--- src/rtl/view_pkg.sv ---
// Shared types for the viewer cursor controller: FSM states, key codes and
// the direction decoded from a one-hot key.
package view_pkg;

  typedef enum logic [1:0] {
    IDLE  = 2'd0,
    HOLD  = 2'd1,
    COAST = 2'd2
  } state_e;

  typedef enum logic [2:0] {
    DIR_NONE = 3'd0,
    DIR_XN   = 3'd1,
    DIR_XP   = 3'd2,
    DIR_YN   = 3'd3,
    DIR_YP   = 3'd4
  } dir_e;

  localparam logic [5:0] KEY_A = 6'b100000;
  localparam logic [5:0] KEY_D = 6'b010000;
  localparam logic [5:0] KEY_W = 6'b001000;
  localparam logic [5:0] KEY_S = 6'b000100;

  // Anything other than the four exact codes (zero, multi-hot) is no key.
  function automatic dir_e key_to_dir(input logic [5:0] key);
    case (key)
      KEY_A:   return DIR_XN;
      KEY_D:   return DIR_XP;
      KEY_W:   return DIR_YN;
      KEY_S:   return DIR_YP;
      default: return DIR_NONE;
    endcase
  endfunction

endpackage

--- src/rtl/view_if.sv ---
// Key/zoom inputs and position/size outputs of the cursor controller.
interface view_if #(
  parameter int unsigned W = 10
);
  logic [5:0]   keycode;
  logic         Zoom_In;
  logic         Zoom_Out;
  logic [W-1:0] PosX;
  logic [W-1:0] PosY;
  logic [W-1:0] Size;
  logic         Moving;

  modport master (
    output keycode, Zoom_In, Zoom_Out,
    input  PosX, PosY, Size, Moving
  );

  modport slave (
    input  keycode, Zoom_In, Zoom_Out,
    output PosX, PosY, Size, Moving
  );
endinterface

--- src/rtl/view_ctrl_axis_step.sv ---
// One axis: signed add of velocity, clamp into [MIN+size, MAX-size], and an
// optional velocity reflection when a bound is hit.
module axis_step #(
  parameter int unsigned W      = 10,
  parameter int unsigned MIN    = 0,
  parameter int unsigned MAX    = 639,
  parameter int unsigned BOUNCE = 0
) (
  input  logic        [W-1:0] pos_i,
  input  logic        [W-1:0] size_i,
  input  logic signed [W+1:0] vel_i,
  output logic        [W-1:0] pos_o,
  output logic signed [W+1:0] vel_o
);
  localparam int unsigned SW = W + 2;

  logic signed [SW-1:0] nxt;
  logic signed [SW-1:0] lo;
  logic signed [SW-1:0] hi;

  always_comb begin
    nxt   = $signed({2'b00, pos_i}) + vel_i;
    lo    = $signed(SW'(MIN)) + $signed({2'b00, size_i});
    hi    = $signed(SW'(MAX)) - $signed({2'b00, size_i});
    pos_o = W'(nxt);
    vel_o = vel_i;
    if (nxt > hi) begin
      pos_o = W'(hi);
      if (BOUNCE != 0) vel_o = -vel_i;
    end else if (nxt < lo) begin
      pos_o = W'(lo);
      if (BOUNCE != 0) vel_o = -vel_i;
    end
  end

endmodule

--- src/rtl/view_ctrl.sv ---
// Per-frame cursor position/size controller: key-driven velocity ramp,
// clamped or bouncing motion, and edge-triggered zoom with saturation.
module view_ctrl
  import view_pkg::*;
#(
  parameter int unsigned W            = 10,
  parameter int unsigned X_MIN        = 0,
  parameter int unsigned X_MAX        = 639,
  parameter int unsigned Y_MIN        = 0,
  parameter int unsigned Y_MAX        = 479,
  parameter int unsigned X_CENTER     = 320,
  parameter int unsigned Y_CENTER     = 240,
  parameter int unsigned SIZE_INIT    = 4,
  parameter int unsigned SIZE_MIN     = 2,
  parameter int unsigned SIZE_MAX     = 64,
  parameter int unsigned SIZE_STEP    = 2,
  parameter int unsigned MAX_STEP     = 8,
  parameter int unsigned ACCEL_FRAMES = 4,
  parameter int unsigned BOUNCE       = 0
) (
  input  logic  frame_clk,
  input  logic  Reset,
  view_if.slave bus
);
  localparam int unsigned VW  = W + 2;
  localparam int unsigned W1  = W + 1;
  localparam int unsigned SPW = $clog2(MAX_STEP + 1);
  localparam int unsigned HW  = (ACCEL_FRAMES > 1) ? $clog2(ACCEL_FRAMES) : 1;

  state_e               state_q, state_d;
  dir_e                 dir_q, dir_d, key;
  logic [SPW-1:0]       speed_q, speed_d;
  logic [HW-1:0]        hold_q, hold_d;
  logic signed [VW-1:0] vx_q, vy_q, vx_d, vy_d, vx_cmd, vy_cmd, mag;
  logic [W-1:0]         posx_q, posy_q, posx_d, posy_d, size_q, size_d;
  logic [W1-1:0]        size_up;
  logic                 zin_q, zout_q, zin_rise, zout_rise;
  logic                 moving_q, moving_d;

  assign key = key_to_dir(bus.keycode);

  // Direction / speed ramp state machine.
  always_comb begin
    state_d = state_q;
    dir_d   = dir_q;
    speed_d = speed_q;
    hold_d  = hold_q;
    case (state_q)
      IDLE, COAST: begin
        if (key != DIR_NONE) begin
          state_d = HOLD;
          dir_d   = key;
          speed_d = SPW'(1);
          hold_d  = '0;
        end
      end
      HOLD: begin
        if (key == DIR_NONE) begin
          state_d = (BOUNCE != 0) ? COAST : IDLE;
        end else if (key != dir_q) begin
          dir_d   = key;
          speed_d = SPW'(1);
          hold_d  = '0;
        end else if (hold_q == HW'(ACCEL_FRAMES - 1)) begin
          hold_d = '0;
          if (speed_q < SPW'(MAX_STEP)) speed_d = speed_q + SPW'(1);
        end else begin
          hold_d = hold_q + HW'(1);
        end
      end
      default: state_d = IDLE;
    endcase
  end

  // This frame's velocity comes from this frame's resolved state.
  always_comb begin
    mag    = VW'(speed_d);
    vx_cmd = '0;
    vy_cmd = '0;
    if (state_d == HOLD) begin
      case (dir_d)
        DIR_XN:  vx_cmd = -mag;
        DIR_XP:  vx_cmd = mag;
        DIR_YN:  vy_cmd = -mag;
        DIR_YP:  vy_cmd = mag;
        default: ;
      endcase
    end else if (state_d == COAST) begin
      vx_cmd = vx_q;
      vy_cmd = vy_q;
    end
  end

  // Zoom edges; simultaneous rising edges cancel.
  always_comb begin
    zin_rise  = bus.Zoom_In & ~zin_q;
    zout_rise = bus.Zoom_Out & ~zout_q;
    size_up   = {1'b0, size_q} + W1'(SIZE_STEP);
    size_d    = size_q;
    if (zin_rise && !zout_rise) begin
      size_d = (size_up > W1'(SIZE_MAX)) ? W'(SIZE_MAX) : W'(size_up);
    end else if (zout_rise && !zin_rise) begin
      size_d = (size_q < W'(SIZE_MIN + SIZE_STEP)) ? W'(SIZE_MIN)
                                                    : size_q - W'(SIZE_STEP);
    end
  end

  axis_step #(.W(W), .MIN(X_MIN), .MAX(X_MAX), .BOUNCE(BOUNCE)) u_axis_x (
    .pos_i (posx_q),
    .size_i(size_q),
    .vel_i (vx_cmd),
    .pos_o (posx_d),
    .vel_o (vx_d)
  );

  axis_step #(.W(W), .MIN(Y_MIN), .MAX(Y_MAX), .BOUNCE(BOUNCE)) u_axis_y (
    .pos_i (posy_q),
    .size_i(size_q),
    .vel_i (vy_cmd),
    .pos_o (posy_d),
    .vel_o (vy_d)
  );

  assign moving_d = (vx_d != '0) || (vy_d != '0);

  always_ff @(posedge frame_clk) begin
    if (Reset) begin
      state_q  <= IDLE;
      dir_q    <= DIR_NONE;
      speed_q  <= SPW'(1);
      hold_q   <= '0;
      vx_q     <= '0;
      vy_q     <= '0;
      posx_q   <= W'(X_CENTER);
      posy_q   <= W'(Y_CENTER);
      size_q   <= W'(SIZE_INIT);
      zin_q    <= 1'b0;
      zout_q   <= 1'b0;
      moving_q <= 1'b0;
    end else begin
      state_q  <= state_d;
      dir_q    <= dir_d;
      speed_q  <= speed_d;
      hold_q   <= hold_d;
      vx_q     <= vx_d;
      vy_q     <= vy_d;
      posx_q   <= posx_d;
      posy_q   <= posy_d;
      size_q   <= size_d;
      zin_q    <= bus.Zoom_In;
      zout_q   <= bus.Zoom_Out;
      moving_q <= moving_d;
    end
  end

  assign bus.PosX   = posx_q;
  assign bus.PosY   = posy_q;
  assign bus.Size   = size_q;
  assign bus.Moving = moving_q;

endmodule

--- src/flat_wrapper.sv ---
// flat-port wrapper written by rule: the top's interface ports become plain ports
module view_ctrl_flat import view_pkg::*;
#(
  parameter int unsigned W            = 10,
  parameter int unsigned X_MIN        = 0,
  parameter int unsigned X_MAX        = 639,
  parameter int unsigned Y_MIN        = 0,
  parameter int unsigned Y_MAX        = 479,
  parameter int unsigned X_CENTER     = 320,
  parameter int unsigned Y_CENTER     = 240,
  parameter int unsigned SIZE_INIT    = 4,
  parameter int unsigned SIZE_MIN     = 2,
  parameter int unsigned SIZE_MAX     = 64,
  parameter int unsigned SIZE_STEP    = 2,
  parameter int unsigned MAX_STEP     = 8,
  parameter int unsigned ACCEL_FRAMES = 4,
  parameter int unsigned BOUNCE       = 0
)
  (frame_clk, Reset, bus_keycode, bus_Zoom_In, bus_Zoom_Out, bus_PosX, bus_PosY, bus_Size, bus_Moving);
  view_if #(.W(W)) bus_i ();
  input  logic frame_clk;
  input  logic Reset;
  input wire logic [$bits(bus_i.keycode)-1:0] bus_keycode;
  input wire logic [$bits(bus_i.Zoom_In)-1:0] bus_Zoom_In;
  input wire logic [$bits(bus_i.Zoom_Out)-1:0] bus_Zoom_Out;
  output wire logic [$bits(bus_i.PosX)-1:0] bus_PosX;
  output wire logic [$bits(bus_i.PosY)-1:0] bus_PosY;
  output wire logic [$bits(bus_i.Size)-1:0] bus_Size;
  output wire logic [$bits(bus_i.Moving)-1:0] bus_Moving;
  assign bus_i.keycode = bus_keycode;
  assign bus_i.Zoom_In = bus_Zoom_In;
  assign bus_i.Zoom_Out = bus_Zoom_Out;
  assign bus_PosX = bus_i.PosX;
  assign bus_PosY = bus_i.PosY;
  assign bus_Size = bus_i.Size;
  assign bus_Moving = bus_i.Moving;
  view_ctrl #(.W(W), .X_MIN(X_MIN), .X_MAX(X_MAX), .Y_MIN(Y_MIN), .Y_MAX(Y_MAX), .X_CENTER(X_CENTER), .Y_CENTER(Y_CENTER), .SIZE_INIT(SIZE_INIT), .SIZE_MIN(SIZE_MIN), .SIZE_MAX(SIZE_MAX), .SIZE_STEP(SIZE_STEP), .MAX_STEP(MAX_STEP), .ACCEL_FRAMES(ACCEL_FRAMES), .BOUNCE(BOUNCE)) u_core (.frame_clk(frame_clk), .Reset(Reset), .bus(bus_i));
endmodule
--- config.mk ---
export PLATFORM = sky130hd
export DESIGN_NAME = view_ctrl_flat
export DESIGN_NICKNAME = d
export VERILOG_FILES = /design/src/rtl/view_pkg.sv /design/src/rtl/view_if.sv /design/src/rtl/view_ctrl_axis_step.sv /design/src/rtl/view_ctrl.sv /design/src/flat_wrapper.sv
export SDC_FILE = /design/constraint.sdc
export NUM_CORES = 1
export LEC_CHECK = 0
export BUFFER_PORTS_ARGS = -buffer_cell sky130_fd_sc_hd__buf_2
export CORE_ASPECT_RATIO = 2
export CORE_UTILIZATION = 35
export CTS_CLUSTER_SIZE = 20
export DETAILED_ROUTE_END_ITERATION = 8
export GPL_TIMING_DRIVEN = 1
export SLEW_MARGIN = 20
export SYNTH_ARGS = -nofsm -noshare
export SYNTH_HDL_FRONTEND = slang
export SYNTH_SLANG_ARGS = --single-unit
--- constraint.sdc ---
create_clock -name frame_clk -period 6.4 [get_ports frame_clk]
set_clock_uncertainty 0.1 [all_clocks]
set_input_delay 0.96 -clock frame_clk [delete_from_list [all_inputs] [get_ports frame_clk]]
set_output_delay 0.96 -clock frame_clk [all_outputs]
set_load 0.01 [all_outputs]
---- Word level (Yosys, flattened, before mapping) ----
Cells that the tools add are included.
Widths: inputs -> output; s select.
storage, ports and cells
  register bits ........................... 68
  input bits .............................. 10
  output and inout port bits .............. 31
  logic and storage cells ................. 95
cells by class
  add/subtract/negate cells ............... 9
  $lt $le $gt $ge ......................... 7
  equal/unequal tests ..................... 16
  mux-type cells .......................... 33
  bitwise gates (word level) .............. 4
  reduce and logical (&&, ||, !) cells .... 14
operators by type and width
  operator                count
  $mux 10                 8
  $mux 12                 4
  $pmux 12 s2             2
  $add 11x12->12          2
  $gt 12x11->1            2
  $lt 12x11->1            2
  $reduce_bool 12->1      2
  $mux 4                  5
  $mux 2                  6
  $neg 4->12              1
  $pmux 3 s4              1
  $add 10x2->11 const B   1
  $gt 11x7->1 const B     1
  $sub 10x10->11 const A  1
  $sub 9x10->11 const A   1
  $lt 10x3->1 const B     1
  $sub 10x2->10 const B   1
  $mux 3                  3
  $pmux 2 s2              2
  $pmux 4 s2              1
  $eq 2x2->1 const B      3
  $eq 3x2->1 const B      2
  $eq 6x3->1 const B      1
  $eq 6x4->1 const B      1
  23 further kinds        29

---- Logic depth before layout (Yosys ltp) ----
Gate-level depths: netlist (run 1).
  depth after elaboration ................. 13
  mapped depth ............................ 33
  mapped depth without buffers ............ 31

---- By module ----
From an unflattened synthesis (run 1), not the netlist that was laid out.
unflattened totals
  cell total of the unflattened synthesis .. 751
  area total of the unflattened synthesis .. 6261.0 µm²
modules (own cells, without submodules)
  module                        instances  cells an instance  area each (µm²)  seq. area each (µm²)
  view_ctrl                     1          364                3288.2           1341.3
  axis_step at u_core.u_axis_x  1          198                1512.7           0.0
  axis_step at u_core.u_axis_y  1          189                1460.2           0.0

---- Worst setup path after synthesis (run 1) ----
No wires, ideal clock.
  path type ............................... input to register
  start point ............................. in bus_keycode[3]
  end point ............................... reg u_core.posx_q[8] (netlist: u_core.bus.PosX[8])
  library setup time ...................... 0.141 ns
  arrival time ............................ 6.678 ns
  required time ........................... 6.159 ns
  setup slack ............................. -0.519 ns
  cell stages on the path ................. 28
  path buffers ............................ 2
  cell sequence ........................... buf_2 > or4b_1 > o21a_1 > nor4b_4 > a22oi_4 > o21ai_0 > o31a_1 > ha_1 > a41o_1 > a21oi_1 > inv_1 > fa_1 > a211oi_1 > o21bai_1 > a21oi_1 > xor2_1 > inv_1 > ha_1 > a21o_1 > a21oi_1 > a31oi_1 > a211oi_1 > nand2_1 > and3_1 > o31a_1 > buf_2 > a2111oi_0 > a221oi_1
on the way
  longest elaborated chain between the ends .. 13
RTL lines
  item                                             RTL line                   RTL
  from (decl)                                      flat_wrapper.sv:23         input wire logic [$bits(bus_i.keycode)-1:0] bus_keycode;
  $eq 6x3->1, or another cell as far along         view_pkg.sv:26             case (key)
  $pmux 3 s4 *                                     view_pkg.sv:26
  $ne 3x3->1                                       view_ctrl.sv:60            end else if (key != dir_q) begin
  $mux 4 / $mux 3 (equally long branches)          view_ctrl.sv:60
  $mux 4 / $mux 3 (equally long branches)          view_ctrl.sv:58            if (key == DIR_NONE) begin
  $pmux 4 s2 / $pmux 3 s2 (equally long branches)  view_ctrl.sv:48            case (state_q)
  $neg 4->12, or another cell as far along         view_ctrl.sv:82            DIR_XN: vx_cmd = -mag;
  $pmux 12 s2                                      view_ctrl.sv:81            case (dir_d)
  $mux 12 *                                        view_ctrl.sv:80            if (state_d == HOLD) begin
  net u_core.u_axis_x.vel_i[1]                     view_ctrl_axis_step.sv:11  input logic signed [W+1:0] vel_i,
  $add 11x12->12 *                                 view_ctrl_axis_step.sv:22  nxt = $signed({2'b00, pos_i}) + vel_i;
  $lt 12x11->1                                     view_ctrl_axis_step.sv:30  end else if (nxt < lo) begin
  $mux 10                                          view_ctrl_axis_step.sv:30
  $mux 10 *                                        view_ctrl_axis_step.sv:27  if (nxt > hi) begin
  to (signal assigned)                             view_ctrl.sv:134           posx_q <= W'(X_CENTER);
  to (signal assigned)                             view_ctrl.sv:147           posx_q <= posx_d;
  to (decl)                                        view_ctrl.sv:35            logic [W-1:0] posx_q, posy_q, posx_d, posy_d, size_q, size_d;
The timed path passes the listed nets; every way through them passes the cells marked *.
A chain may end at the register's enable or synchronous reset.

---- Final worst setup path (run 1) ----
  start point ............................. in bus_keycode[5]
  end point ............................... reg u_core.posx_q[6] (netlist: u_core.bus.PosX[6])
Same word-level chain as after synthesis.

==> results.yml, run 1 <==
status:
  outcome: "complete, but fails checks"
  violations: "setup timing"
routing:
  drtIter0Drc: 353
  totalWireLength_um: 24900
  vias: 7147
  dr.pass1.iters: 7
  avgRoutedWirePerCell_um: 20.5
  viasPerCell: 5.88
  drc: 0
  ant_nets: 0
global_route:
  grt_pass1_wl_um: 37900
  grt_pass1_vias: 7338
  antenna_found_initial: 0
  use_met2_pct: 52.0
  busiest_layer: "met2"
  grt.met3_usage_pct: 4.77
  grt-ovfl-total: 0
  grtUsageTotal_pct: 28.8
  met1_usage_pct: 25.6
  grt_max_degree: 58
floorplanning:
  coreArea_mm2: 0.0167
  rows: 67
  die_y_um: 186
  dieArea_mm2: 0.0175
  pin_count: 41
  die_w_um: 94.2
  initial_core_util_pct: 35.6
cells_and_area:
  drive_gt1_share_pct: 38.1
  antenna_cells: 0
  fin_nets: 1085
  fillers: 1518
  area_growth_pct: 50.3
  fin_util_pct: 53.6
  layout_commonest_cell: "buf_4"
  fin_cells: 1215
  final_cell_mix: "buf_4 (213), dfxtp_1 (67), ha_1 (60)"
clock_tree:
  cts_hold_buf: 0
  cts_sinks: 67
  cts_tree: "done"
  cts_made_buffers: 9
  clock_latency_ns: 0.35
  root_buffer: "clkbuf_16"
  clockBufferDepth: 2
  h-tree-depth: 3
  clkSlewWorstSetupHoldPaths_ns: 0.06
power_and_ir_drop:
  p_sw_mw: 1.05
  p_leak_nw: 4.16
  p_int_mw: 1.57
  swShare_pct: 40.1
  clkPwrFrac_pct: 19.8
  seqPwrFrac_pct: 20.9
  p_total_mw: 2.62
  pwr_density_cell_mw_per_mm2: 293
  combPwrFrac_pct: 59.3
  ir_worst_vdd_mv: 0.142
logic_synthesis:
  ys_seq_area_share_pct: 22.6
  synth_cells: 763
  synth-edff-count: 0
  ys_warn_count: 0
  syn_area_per_cell_um2: 7.79
  synth.top_cell.area_share_pct: 22.6
  syn_area_mm2: 0.00595
  synth_area_leader_cell: "dfxtp_1"
  synthArstFlopShare_pct: 0
  ys.flop_type: "dfxtp_1"
  synth_area_leaders: "dfxtp_1 (23%), ha_1 (15%), a21oi_1 (5.1%)"
  yosys.cell_types.count: 79
  synth_fp_nets: 845
  ys_seq_elements: 67
run:
  drv_cap: 0
worst_setup_path:
  worstPathArrival_ns: 6.87
  crit_required_ns: 6.51
  path_class: "primary input to register"
  crit_top_cell: "buf_4"
  crit_slowest_cell: "or4_1"
  crit_path_max_fanout: 4
  setup.worst_path.end_class: "register"
  critPathLaunchType: "primary input"
  max_stage_delay_ns: 0.58
  critical_path.top_delay_family: "compound AO/OA/AOI/OAI gates"
  worst-path-buf-inv: 6
sta:
  period_minus_slack_ns: 6.76
  drv_slew: 0
  worstMarginPinSlew_ns: 0.919
  setup_viol: 20
  rsz0062_at_grt: "yes"
  fin_crit_sh_pct: 106
  worst_slack_ns: -0.361
  final_hold_viol_count: 0
  timing.fmax_ghz: 0.148
  max-slew-margin-rel_pct: 38.7
placement:
  gp_congestion: 0.977
  place_inst: 1146
  hpwl_um: 18500
  io_buffer_count: 39
min_path:
  hp-class: "register to register"
[sequential cells by signal, summed over array words and instances, names as in the netlist]
signal             count
u_core.bus.Size        9
u_core.vx_q           12
u_core.dir_q           3
u_core.bus.Moving      1
u_core.state_q         2
u_core.bus.PosY       10
u_core.hold_q          2
u_core.speed_q         4
u_core.vy_q           12
u_core.bus.PosX       10
u_core.zin_q           1
u_core.zout_q          1
[path summary, 6_finish.rpt]
kind              cells past startpoint                     startpoint  slack, ns                             to
setup / recovery                     31                 bus_keycode[5]      -0.36  u_core.bus.PosX[6]$_SDFF_PP1_
hold / removal                        2  u_core.hold_q[1]$_SDFFE_PP0P_       0.36  u_core.hold_q[1]$_SDFFE_PP0P_
setup reg to reg                     31  u_core.hold_q[0]$_SDFFE_PP0P_       0.02  u_core.bus.PosX[6]$_SDFF_PP1_
hold reg to reg                       2  u_core.hold_q[1]$_SDFFE_PP0P_       0.36  u_core.hold_q[1]$_SDFFE_PP0P_
[through the flow]
step | hold slack, ns | setup WS (ns) | TNS [ns] | area, µm²
finish | 0.361 | -0.361 | -4.36 | 8940
floorplan | 0.336 | -0.164 | -0.838 | 6180
global route | 0.391 | -0.672 | -10.77 | 8940
detailed placement | 0.351 | -0.817 | -12.12 | 7760
CTS | 0.360 | -0.262 | -3.13 | 8660
global placement | 0.344 | -0.727 | -10.28 | 7760
[layer usage]
layer  share of wire (%)  up-vias
li1                    -     3339
met3                 4.6      150
met5                   0        -
met4                  11        0
met1                  32     3357
met2                  52      301
[worst reg2reg max path, delay by kind of cell, from the launching register on]
kind	cells	cell delay [ns]
AO/OA/AOI/OAI	14	2.38
XOR/XNOR	1	0.26
adder cells (fa/ha/maj)	4	0.95
buffers and inverters	6	0.93
flip-flops	1	0.34
AND/OR/NAND/NOR	6	1.30
[area by class of cell]
| class | count | area, µm² | area share (%) |
|---|---|---|---|
| timing repair buffer | 263 | 1950 | 21.8 |
| sequential | 67 | 1340 | 15.0 |
| clock inverter | 7 | 76.3 | 0.854 |
| inverter | 37 | 139 | 1.55 |
| clock buffer | 9 | 225 | 2.52 |
| multi-input combinational | 625 | 4950 | 55.4 |
| tap | 207 | 259 | 2.90 |
[synthesized netlist by cell type, drive strengths merged (4+ instances only)]
cell	instances
or3	6
or4	5
a31o	4
xor2	11
xnor2	17
o21a	9
o31a	5
nor4	17
buf	7
mux2i	4
a21oi	61
nor4b	4
nor2	59
nand4	20
dfxtp	67
a211oi	12
clkbuf	27
o21ai	38
nor2b	12
nand3	18
o311ai	6
o31ai	4
o211ai	8
a21o	18
ha	70
o21bai	8
nand2b	8
a31oi	13
o22ai	4
inv	37
nand2	58
a311oi	5
and3	11
a2111oi	5
and2	21
or2	5
nor3	29
nand4b	4
[cell families (layout without fill, tap and decap cells)]
kind of cell | Yosys count | in the layout | synth area share [%]
compound gates | 234 | 234 | 26.8
buf+inv | 71 | 316 | 4.73
simple gates | 286 | 286 | 25.6
other cells | 1 | 1 | 0.0631
xor+xnor | 28 | 28 | 4.12
mux | 4 | 4 | 0.673
flops | 67 | 67 | 22.6
fa+ha+maj | 72 | 72 | 15.4
[power groups by stage]
stage | Combinational, mW | Sequential, mW | Clock [mW]
after floorplan | 0.729 | 0.543 | 0
after global placement | 1.26 | 0.554 | 0
after detailed placement | 1.27 | 0.553 | 0
after CTS | 1.40 | 0.548 | 0.523
after global routing | 1.66 | 0.554 | 0.539
final | 1.55 | 0.548 | 0.518
[timing repair]
| item | 4_1_cts | 5_1_grt |
|---|---|---|
| endpoints found under the setup margin | 20 | 21 |
| pin swaps | 52 | 34 |
| buffers inserted | 47 | 14 |
| resized for setup | 48 | 40 |
No activity file was read; power rests on OpenSTA's default activity.
==> inputs of run 2 (changes only) <==
--- a/config.mk
+++ b/config.mk
@@ -8,7 +8,7 @@
 export BUFFER_PORTS_ARGS = -buffer_cell sky130_fd_sc_hd__buf_2
 export CORE_ASPECT_RATIO = 2
 export CORE_UTILIZATION = 35
-export CTS_CLUSTER_SIZE = 20
+export CTS_CLUSTER_SIZE = 14
 export DETAILED_ROUTE_END_ITERATION = 8
 export GPL_TIMING_DRIVEN = 1
 export SLEW_MARGIN = 20
==> constraint.sdc (replaced) <==
create_clock -name frame_clk -period 7.2 [get_ports frame_clk]
set_clock_uncertainty 0.1 [all_clocks]
set_input_delay 1.08 -clock frame_clk [delete_from_list [all_inputs] [get_ports frame_clk]]
set_output_delay 1.08 -clock frame_clk [all_outputs]
set_load 0.01 [all_outputs]
==> results.yml, run 2 (same netlist as run 1, synthesis figures left out) <==
floorplanning:
  rows: 67
  coreArea_mm2: 0.0167
  initial_core_util_pct: 35.6
  dieArea_mm2: 0.0175
  pin_count: 41
  die_y_um: 186
  die_w_um: 94.2
global_route:
  grt_pass1_vias: 6787
  grt_pass1_wl_um: 35000
  grt_max_degree: 58
  grt-ovfl-total: 0
  antenna_found_initial: 0
  grtUsageTotal_pct: 26.4
clock_tree:
  cts_made_buffers: 9
  root_buffer: "clkbuf_16"
  cts_tree: "done"
  cts_sinks: 67
  h-tree-depth: 3
  clockBufferDepth: 2
  clock_latency_ns: 0.35
  clkSlewWorstSetupHoldPaths_ns: 0.06
cells_and_area:
  final_cell_mix: "buf_4 (140), ha_1 (67), dfxtp_1 (67)"
  biggestRegsByFlops: "u_core.vx_q: 12 flops, u_core.vy_q: 12 flops"
  antenna_cells: 0
  area_growth_pct: 30.7
  fin_util_pct: 46.6
  layout_commonest_cell: "buf_4"
  fin_nets: 1001
  stdcell_area_mm2: 0.00777
  fin_cells: 1131
  drive_gt1_share_pct: 26.3
worst_setup_path:
  path_class: "primary input to register"
  crit_slowest_cell: "or4b_4"
  setup.worst_path.end_class: "register"
  worstPathArrival_ns: 7.14
  reg2reg_depth: 31
  crit_top_cell: "nand2_1"
  crit_required_ns: 7.30
  critPathLaunchType: "primary input"
  max_stage_delay_ns: 0.53
  crit_path_max_fanout: 7
power_and_ir_drop:
  clkPwrFrac_pct: 20.7
  swShare_pct: 41.4
  ir_worst_vdd_mv: 0.121
  combPwrFrac_pct: 54.6
  p_sw_uw: 815
  seqPwrFrac_pct: 24.7
  p_int_mw: 1.15
  p_leak_nw: 3.63
  pwr_density_cell_mw_per_mm2: 253
placement:
  hpwl_um: 17800
  gp_congestion: 1.03
  place_inst: 1110
  dp_slack_ns: -0.258
  io_buffer_count: 39
  placed_cell_area_mm2: 0.00727
sta:
  max-slew-margin-rel_pct: 41.0
  setup_viol: 0
  fin_crit_sh_pct: 97.7
  rsz0062_at_grt: "yes"
  worstMarginPinSlew_ns: 0.862
  final_hold_viol_count: 0
  drv_slew: 0
  timing.fmax_ghz: 0.142
  worst_slack_ns: 0.166
  setup_tns_ns: 0
  period_minus_slack_ns: 7.03
routing:
  vias: 6611
  drtIter0Drc: 365
  avgRoutedWirePerCell_um: 20.2
  dr.pass1.iters: 5
  ant_nets: 0
  totalWireLength_um: 22800
  viasPerCell: 5.85
  drc: 0
run:
  drv_cap: 0
min_path:
  min_path_cells: 2
  hp-class: "register to register"
status:
  outcome: "completed"
run 2: cell count changes in the layout (fill, tap and decap cells not counted), sizes merged:
cell and change:
clkinvlp +1, buf -84, bufinv -1, clkbuf +3, clkinv -2, inv -1
run 2: layer usage:
metal,up-vias,global-route usage [%],share of wire [%]
li1,3161,-,-
met4,0,23.5,10
met3,121,4.20,3.6
met5,-,0,0
met1,3113,23.5,33
met2,216,48.6,53
run 2: area by class of cell:
class,instances,area [µm²]
clock inverter,4,27.5
sequential,67,1340
fill,1677,8910
timing repair buffer,179,1250
inverter,37,139
clock buffer,12,236
tap,207,259
multi-input combinational,625,4520
run 2: stage by stage:
step | power (mW) | hold slack (ns)
after floorplan | 1.04 | 0.336
after global placement | 1.46 | 0.343
after detailed placement | 1.47 | 0.356
after CTS | 1.88 | 0.364
after global routing | 2.09 | 0.385
final | 1.97 | 0.360
run 2: final timing paths:
path	slack [ns]	to	start
worst max register to register	0.73	u_core.bus.PosX[8]$_SDFF_PP1_	u_core.hold_q[0]$_SDFFE_PP0P_
worst max-delay path	0.17	u_core.bus.PosX[8]$_SDFF_PP1_	bus_keycode[5]
worst min register to register	0.36	u_core.hold_q[1]$_SDFFE_PP0P_	u_core.hold_q[1]$_SDFFE_PP0P_
worst min-delay path	0.36	u_core.hold_q[1]$_SDFFE_PP0P_	u_core.hold_q[1]$_SDFFE_PP0P_
run 2: repair_timing:
item	CTS	global route
resized for setup	0	44
hold buffers	0	0
setup buffers	0	5
endpoints found under the setup margin	0	20
run 2: power groups by stage:
| stage | Clock, mW | Sequential, mW | Combinational [mW] |
|---|---|---|---|
| 2_1_floorplan | 0 | 0.481 | 0.560 |
| 3_3_place_gp | 0 | 0.492 | 0.972 |
| 3_5_place_dp | 0 | 0.492 | 0.976 |
| 4_1_cts | 0.411 | 0.484 | 0.985 |
| 5_1_grt | 0.428 | 0.489 | 1.17 |
| 6_report | 0.408 | 0.486 | 1.07 |
run 2: worst max-delay path, delay by kind of cell:
kind	cells	cell delay, ns
compound gates	15	3.10
simple gates	9	1.70
fa+ha+maj	3	0.85
buf+inv	4	0.39
